`config.mk`:
```
export PLATFORM = sky130hd
export DESIGN_NAME = pipe_hazard_unit_flat
export DESIGN_NICKNAME = d
export VERILOG_FILES = /design/src/rtl/pipe_hazard_unit_if.sv /design/src/rtl/pipe_hazard_unit.sv /design/src/flat_wrapper.sv
export SDC_FILE = /design/constraint.sdc
export NUM_CORES = 1
export LEC_CHECK = 0
export ABC_AREA = 1
export BUFFER_PORTS_ARGS = -buffer_cell sky130_fd_sc_hd__clkbuf_2
export CELL_PAD_IN_SITES_DETAIL_PLACEMENT = 1
export CELL_PAD_IN_SITES_GLOBAL_PLACEMENT = 2
export CORE_ASPECT_RATIO = 1.75
export CORE_MARGIN = 5
export CORE_UTILIZATION = 16
export CTS_BUF_LIST = sky130_fd_sc_hd__clkbuf_8
export CTS_CLUSTER_SIZE = 14
export DETAILED_ROUTE_END_ITERATION = 6
export GPL_ROUTABILITY_DRIVEN = 1
export PLACE_DENSITY = 0.77
export SLEW_MARGIN = 10
export SYNTH_ARGS = -nofsm -noshare
export SYNTH_HDL_FRONTEND = slang
export SYNTH_SLANG_ARGS = --single-unit
```
`constraint.sdc`:
```
create_clock -name clk -period 1.8 [get_ports clk]
set_clock_uncertainty 0.05 [all_clocks]
set_input_delay 0.36 -clock clk [delete_from_list [all_inputs] [get_ports clk]]
set_output_delay 0.36 -clock clk [all_outputs]
set_load 0.03 [all_outputs]
```
`src/rtl/pipe_hazard_unit_if.sv`:
```
// ID-stage hazard bundle: decoded ID operands, per-stage results and RF data in,
// stall / forwarding selects / resolved operands / perf counters out.
interface pipe_hazard_unit_if #(
    parameter int DATA_W = 32,
    parameter int REG_AW = 5,
    parameter int STAGES = 3
);
    localparam int SEL_W = $clog2(STAGES + 1);

    logic                     id_valid;
    logic [REG_AW-1:0]        id_rs;
    logic [REG_AW-1:0]        id_rt;
    logic                     id_rs_used;
    logic                     id_rt_used;
    logic [REG_AW-1:0]        id_rc;
    logic                     id_regwr;
    logic                     id_memrd;
    logic                     flush;
    logic [STAGES*DATA_W-1:0] stage_data;
    logic [DATA_W-1:0]        rf_rs_data;
    logic [DATA_W-1:0]        rf_rt_data;

    logic                     stall;
    logic [SEL_W-1:0]         fwd_rs_sel;
    logic [SEL_W-1:0]         fwd_rt_sel;
    logic [DATA_W-1:0]        fwd_rs_data;
    logic [DATA_W-1:0]        fwd_rt_data;
    logic [31:0]              stall_cnt;
    logic [31:0]              fwd_cnt;

    modport master (
        output id_valid, id_rs, id_rt, id_rs_used, id_rt_used, id_rc,
               id_regwr, id_memrd, flush, stage_data, rf_rs_data, rf_rt_data,
        input  stall, fwd_rs_sel, fwd_rt_sel, fwd_rs_data, fwd_rt_data,
               stall_cnt, fwd_cnt
    );

    modport slave (
        input  id_valid, id_rs, id_rt, id_rs_used, id_rt_used, id_rc,
               id_regwr, id_memrd, flush, stage_data, rf_rs_data, rf_rt_data,
        output stall, fwd_rs_sel, fwd_rt_sel, fwd_rs_data, fwd_rt_data,
               stall_cnt, fwd_cnt
    );
endinterface

```
`src/rtl/pipe_hazard_unit.sv`:
```
// Pipeline hazard unit: destination scoreboard, load-use stall and operand forwarding.
// Optional performance counters are built only when PIPE_HAZARD_PERF_EN is defined.
module pipe_hazard_unit #(
    parameter int DATA_W     = 32,
    parameter int REG_AW     = 5,
    parameter int STAGES     = 3,
    parameter int LOAD_STAGE = 1
) (
    input  logic              clk,
    input  logic              reset,
    pipe_hazard_unit_if.slave bus
);
    localparam int SEL_W = $clog2(STAGES + 1);

    logic [STAGES-1:0] valid_q, valid_d;
    logic [STAGES-1:0] regwr_q, regwr_d;
    logic [REG_AW-1:0] rc_q  [STAGES];
    logic [REG_AW-1:0] rc_d  [STAGES];
    logic [SEL_W-1:0]  rdy_q [STAGES];
    logic [SEL_W-1:0]  rdy_d [STAGES];

    logic [REG_AW-1:0] op_addr [2];
    logic              op_used [2];
    logic [DATA_W-1:0] op_rf   [2];
    logic [SEL_W-1:0]  op_sel  [2];
    logic              op_haz  [2];
    logic [DATA_W-1:0] op_data [2];
    logic              stall_w;

    assign op_addr[0] = bus.id_rs;
    assign op_addr[1] = bus.id_rt;
    assign op_used[0] = bus.id_rs_used;
    assign op_used[1] = bus.id_rt_used;
    assign op_rf[0]   = bus.rf_rs_data;
    assign op_rf[1]   = bus.rf_rt_data;

    // Scan oldest to youngest so the youngest matching writer overrides.
    always_comb begin
        for (int op = 0; op < 2; op++) begin
            op_sel[op] = '0;
            op_haz[op] = 1'b0;
            if (op_used[op] && (op_addr[op] != '0)) begin
                for (int k = STAGES - 1; k >= 0; k--) begin
                    if (valid_q[k] && regwr_q[k] && (rc_q[k] == op_addr[op])) begin
                        if (k < int'(rdy_q[k])) begin
                            op_haz[op] = 1'b1;
                            op_sel[op] = '0;
                        end else begin
                            op_haz[op] = 1'b0;
                            op_sel[op] = SEL_W'(k + 1);
                        end
                    end
                end
            end
        end
    end

    always_comb begin
        for (int op = 0; op < 2; op++) begin
            op_data[op] = op_rf[op];
            for (int k = 0; k < STAGES; k++) begin
                if (op_sel[op] == SEL_W'(k + 1)) begin
                    op_data[op] = bus.stage_data[k*DATA_W +: DATA_W];
                end
            end
        end
    end

    assign stall_w = (op_haz[0] | op_haz[1]) & bus.id_valid & ~bus.flush;

    assign bus.stall       = stall_w;
    assign bus.fwd_rs_sel  = op_sel[0];
    assign bus.fwd_rt_sel  = op_sel[1];
    assign bus.fwd_rs_data = op_data[0];
    assign bus.fwd_rt_data = op_data[1];

    // A stalled or flushed ID slot enters the pipe as a bubble.
    always_comb begin
        valid_d[0] = bus.id_valid & ~stall_w & ~bus.flush;
        regwr_d[0] = bus.id_regwr;
        rc_d[0]    = bus.id_rc;
        rdy_d[0]   = bus.id_memrd ? SEL_W'(LOAD_STAGE) : '0;
        for (int k = 1; k < STAGES; k++) begin
            valid_d[k] = valid_q[k-1];
            regwr_d[k] = regwr_q[k-1];
            rc_d[k]    = rc_q[k-1];
            rdy_d[k]   = rdy_q[k-1];
        end
    end

    always_ff @(posedge clk) begin
        if (!reset) begin
            valid_q <= '0;
            regwr_q <= '0;
            rc_q    <= '{default: '0};
            rdy_q   <= '{default: '0};
        end else begin
            valid_q <= valid_d;
            regwr_q <= regwr_d;
            rc_q    <= rc_d;
            rdy_q   <= rdy_d;
        end
    end

`ifdef PIPE_HAZARD_PERF_EN
    logic [31:0] stall_cnt_q, stall_cnt_d;
    logic [31:0] fwd_cnt_q, fwd_cnt_d;
    logic        fwd_hit;

    assign fwd_hit = bus.id_valid & ~stall_w & ((op_sel[0] != '0) | (op_sel[1] != '0));

    always_comb begin
        stall_cnt_d = stall_cnt_q;
        fwd_cnt_d   = fwd_cnt_q;
        if (stall_w && (stall_cnt_q != 32'hFFFF_FFFF)) begin
            stall_cnt_d = stall_cnt_q + 32'd1;
        end
        if (fwd_hit && (fwd_cnt_q != 32'hFFFF_FFFF)) begin
            fwd_cnt_d = fwd_cnt_q + 32'd1;
        end
    end

    always_ff @(posedge clk) begin
        if (!reset) begin
            stall_cnt_q <= '0;
            fwd_cnt_q   <= '0;
        end else begin
            stall_cnt_q <= stall_cnt_d;
            fwd_cnt_q   <= fwd_cnt_d;
        end
    end

    assign bus.stall_cnt = stall_cnt_q;
    assign bus.fwd_cnt   = fwd_cnt_q;
`else
    assign bus.stall_cnt = 32'd0;
    assign bus.fwd_cnt   = 32'd0;
`endif

endmodule

```
`src/flat_wrapper.sv`:
```
// flat-port wrapper written by rule: the top's interface ports become plain ports
module pipe_hazard_unit_flat 
#(
    parameter int DATA_W     = 32,
    parameter int REG_AW     = 5,
    parameter int STAGES     = 3,
    parameter int LOAD_STAGE = 1
)
  (clk, reset, bus_id_valid, bus_id_rs, bus_id_rt, bus_id_rs_used, bus_id_rt_used, bus_id_rc, bus_id_regwr, bus_id_memrd, bus_flush, bus_stage_data, bus_rf_rs_data, bus_rf_rt_data, bus_stall, bus_fwd_rs_sel, bus_fwd_rt_sel, bus_fwd_rs_data, bus_fwd_rt_data, bus_stall_cnt, bus_fwd_cnt);
  pipe_hazard_unit_if #(.DATA_W(DATA_W), .REG_AW(REG_AW), .STAGES(STAGES)) bus_i ();
  input  logic clk;
  input  logic reset;
  input wire logic [$bits(bus_i.id_valid)-1:0] bus_id_valid;
  input wire logic [$bits(bus_i.id_rs)-1:0] bus_id_rs;
  input wire logic [$bits(bus_i.id_rt)-1:0] bus_id_rt;
  input wire logic [$bits(bus_i.id_rs_used)-1:0] bus_id_rs_used;
  input wire logic [$bits(bus_i.id_rt_used)-1:0] bus_id_rt_used;
  input wire logic [$bits(bus_i.id_rc)-1:0] bus_id_rc;
  input wire logic [$bits(bus_i.id_regwr)-1:0] bus_id_regwr;
  input wire logic [$bits(bus_i.id_memrd)-1:0] bus_id_memrd;
  input wire logic [$bits(bus_i.flush)-1:0] bus_flush;
  input wire logic [$bits(bus_i.stage_data)-1:0] bus_stage_data;
  input wire logic [$bits(bus_i.rf_rs_data)-1:0] bus_rf_rs_data;
  input wire logic [$bits(bus_i.rf_rt_data)-1:0] bus_rf_rt_data;
  output wire logic [$bits(bus_i.stall)-1:0] bus_stall;
  output wire logic [$bits(bus_i.fwd_rs_sel)-1:0] bus_fwd_rs_sel;
  output wire logic [$bits(bus_i.fwd_rt_sel)-1:0] bus_fwd_rt_sel;
  output wire logic [$bits(bus_i.fwd_rs_data)-1:0] bus_fwd_rs_data;
  output wire logic [$bits(bus_i.fwd_rt_data)-1:0] bus_fwd_rt_data;
  output wire logic [$bits(bus_i.stall_cnt)-1:0] bus_stall_cnt;
  output wire logic [$bits(bus_i.fwd_cnt)-1:0] bus_fwd_cnt;
  assign bus_i.id_valid = bus_id_valid;
  assign bus_i.id_rs = bus_id_rs;
  assign bus_i.id_rt = bus_id_rt;
  assign bus_i.id_rs_used = bus_id_rs_used;
  assign bus_i.id_rt_used = bus_id_rt_used;
  assign bus_i.id_rc = bus_id_rc;
  assign bus_i.id_regwr = bus_id_regwr;
  assign bus_i.id_memrd = bus_id_memrd;
  assign bus_i.flush = bus_flush;
  assign bus_i.stage_data = bus_stage_data;
  assign bus_i.rf_rs_data = bus_rf_rs_data;
  assign bus_i.rf_rt_data = bus_rf_rt_data;
  assign bus_stall = bus_i.stall;
  assign bus_fwd_rs_sel = bus_i.fwd_rs_sel;
  assign bus_fwd_rt_sel = bus_i.fwd_rt_sel;
  assign bus_fwd_rs_data = bus_i.fwd_rs_data;
  assign bus_fwd_rt_data = bus_i.fwd_rt_data;
  assign bus_stall_cnt = bus_i.stall_cnt;
  assign bus_fwd_cnt = bus_i.fwd_cnt;
  pipe_hazard_unit #(.DATA_W(DATA_W), .REG_AW(REG_AW), .STAGES(STAGES), .LOAD_STAGE(LOAD_STAGE)) u_core (.clk(clk), .reset(reset), .bus(bus_i));
endmodule
```
==> metrics <==
VDD IR max=479.5 uV; number of flip-flops and latches in the synthesized netlist=22; count of endpoints failing hold in the final timing report=0; total number of nets in the final design=1,528; result of the run=finished with violations; final core occ=35.23%; type of destination of the critical path=output port; required time reported for the critical path endpoint=1.39 ns; setup repair after global routing missed its margin=yes; fraction of layout instances using a drive strength above 1=56.92%; power consumption=2.524 mW; register-to-register setup slack=0.18 ns; clock latency of the later-clocked register in the worst-skew pair=0.27 ns; detailed router's first-iteration violation count=141; final critical-path share of the clock period=148.5%; Site Rows=83; vias per inst=4.172; area enclosed by the die boundary=33,540 sq um; count of pins on the block boundary=316; y dimension of the die=238.6 um; final HPWL from detailed placement=21.86 mm; Final WS setup=-0.8727 ns; Horiz. Die Dim=140.6 um; fraction of synthesized cell area taken by the top area cell type=42.52%; overflow left after global routing=0; global-route wire length before repair=42.16 mm; H-tree lvl count=1; leading cell type in the layout, fill and taps excluded=nand2_1; worst hold path class=in -> reg; count of final max-slew check failures=0; post-synthesis sequential area ratio=9.222%; endpoint arrival time on the critical path=2.26 ns; number of iterations in the first detailed-routing pass=4; post-synthesis instance total=1,020; Core ar.=29,390 sq um; final worst path period need=2.673 ns; TritonCTS buffer count=3; initial core utilization=16.25%; slowest stage cell, crit path=dfxtp_2; final setup TNS=-55.98 ns; Longest Clk Path Bufs=2; I/O Buffers=251; violations in the final reports=setup timing; number of buffers and inverters on the critical path=4; series of cell instances along the critical path=buf_4 > nand2_2 > nand2_2 > nor2_4 > nand2_2 > nor2_2 > nand2_2 > nand2_4 > nand2_8 > buf_12 > nand2_8 > nand2_8 > buf_16 > nand2_4 > nand2_4 > nand2_4 > buf_8; overall fraction of global-route tracks in use=15.90%; top achievable clock speed=0.3742 GHz; Worst Hold Margin=0.2136 ns; Post-CTS Hold Fix Bufs=0; number of global-route vias before repair=7,856; clock slew at reported path FFs=0.08 ns; detail-routed net length per standard cell=17.57 um; top library cells by usage in the layout, fill and taps aside=270 x nand2_1, 180 x clkbuf_2, 157 x nand2_4; standby leakage power=5.697 nW; areal power density over the cells=243.8 nW/um^2; number of antenna violations at the first check in global routing=2; total of endpoints with negative setup slack in the final report=69; clock tree from TritonCTS=built; critical path fanouts, max=8; startpoint kind of the worst setup timing path=register; total of warnings raised by yosys=0; DRC viols=0; post-synthesis cell type with the largest combined area=nand2_1; routability-driven placement congestion ratio=0.8432; Clock Tree Root=clkbuf_8; maximum cell stage delay along the critical path=0.34 ns; count of vias placed by the detailed router=7,210; number of library cell types mapped by synthesis=23; Max-cap violations=0; critical path's top delay family=simple AND/OR/NAND/NOR gates; critical path type=reg -> out; Mean Syn Cell Area=4.682 sq um; cell types occupying the most area after synthesis=nand2_1 43%, inv_1 15%, buf_4 11%; post-synth design cell area=4776 sq um; maximum number of pins on one net before global-route repair=24; layout-stage area growth over the synthesis result=116.8%; TritonCTS Sinks=22; DRT antenna net count=0; Routed Wire Length=30.36 mm
## area by class of cell
| cell class | instances | area [sq um] |
|---|---|---|
| inverters | 205 | 813.3 |
| multi-input cells | 746 | 4910 |
| clock buffers | 3 | 41.29 |
| clock inverters | 1 | 30.03 |
| repair buffers | 367 | 3608 |
| fillers | 3711 | 19040 |
| flip-flops and latches | 22 | 467.9 |
| diodes | 2 | 5.005 |
| well taps | 382 | 478.0 |
## flip-flops by register name, summed over array words and instances (netlist names)
signal          flops
u_core.rdy_d        1
u_core.regwr_q      3
u_core.rc_d        10
u_core.valid_q      3
u_core.rc_q         5
## synth_stat cells (all sizes together)
cell type / count
nand3: 18
nor4: 1
nand2: 545
nor3: 1
clkbuf: 6
nor2: 46
nand3b: 6
buf: 104
nand4: 58
conb: 1
dfxtp: 22
a21oi: 4
inv: 205
nor3b: 1
o21ai: 2
## tightest hold or removal path, stage by stage
cell and delay (ns):
clkbuf_2 0.07, nand2_1 0.04, inv_1 0.04
## power by group
group | total [mW] | leakage (nW) | internal (mW) | switching (mW)
Combinational | 1.53 | 5.47 | 0.611 | 0.916
Sequential | 0.523 | 0.188 | 0.506 | 0.0170
Clock | 0.474 | 0.0357 | 0.298 | 0.176
## through the flow
step / setup WS, ns / area (sq um) / cells
2_1_floorplan: -0.2453 / 5796 / 1083
3_3_place_gp: -0.8641 / 7403 / 1667
3_5_place_dp: -0.9022 / 7403 / 1667
4_1_cts: -0.8816 / 9388 / 1714
5_1_grt: -1.008 / 10350 / 1728
6_report: -0.8727 / 10350 / 1728
## metal layers
layer	vias to the layer above	wire length (um)	track usage [%]
met4	0	721	4.055
met1	3439	9949	15.07
met5	-	0	0
li1	3507	-	-
met3	43	1124	1.621
met2	221	18560	34.69
## worst paths after layout
check | from | end | depth (start not counted)
min reg2reg | u_core.valid_q[0] | u_core.valid_q[1] | 2
max | u_core.rc_q[4] | bus_fwd_rt_data[30] | 17
max reg2reg | u_core.rc_d[9] | u_core.valid_q[0] | 12
min | bus_id_rc[2] | u_core.rc_d[7] | 3
## repair_timing
| action | 4_1_cts | 5_1_grt |
|---|---|---|
| gates resized for setup | 356 | 268 |
| buffers inserted | 33 | 12 |
| setup endpoints to repair | 70 | 70 |
| gates cloned | 11 | 8 |
| endpoints found under the hold margin | 0 | 0 |
| pin swaps | 28 | 101 |
## logic make-up after synthesis
kind of cell | count (synthesis) | share of synthesized area [%]
DFF | 22 | 9.222
and+or+nand+nor | 676 | 58.53
buffers and inverters | 315 | 31.54
AOI/OAI and AO/OA | 6 | 0.6288
other | 1 | 0.07852
Power figures use the tool's default switching activity.
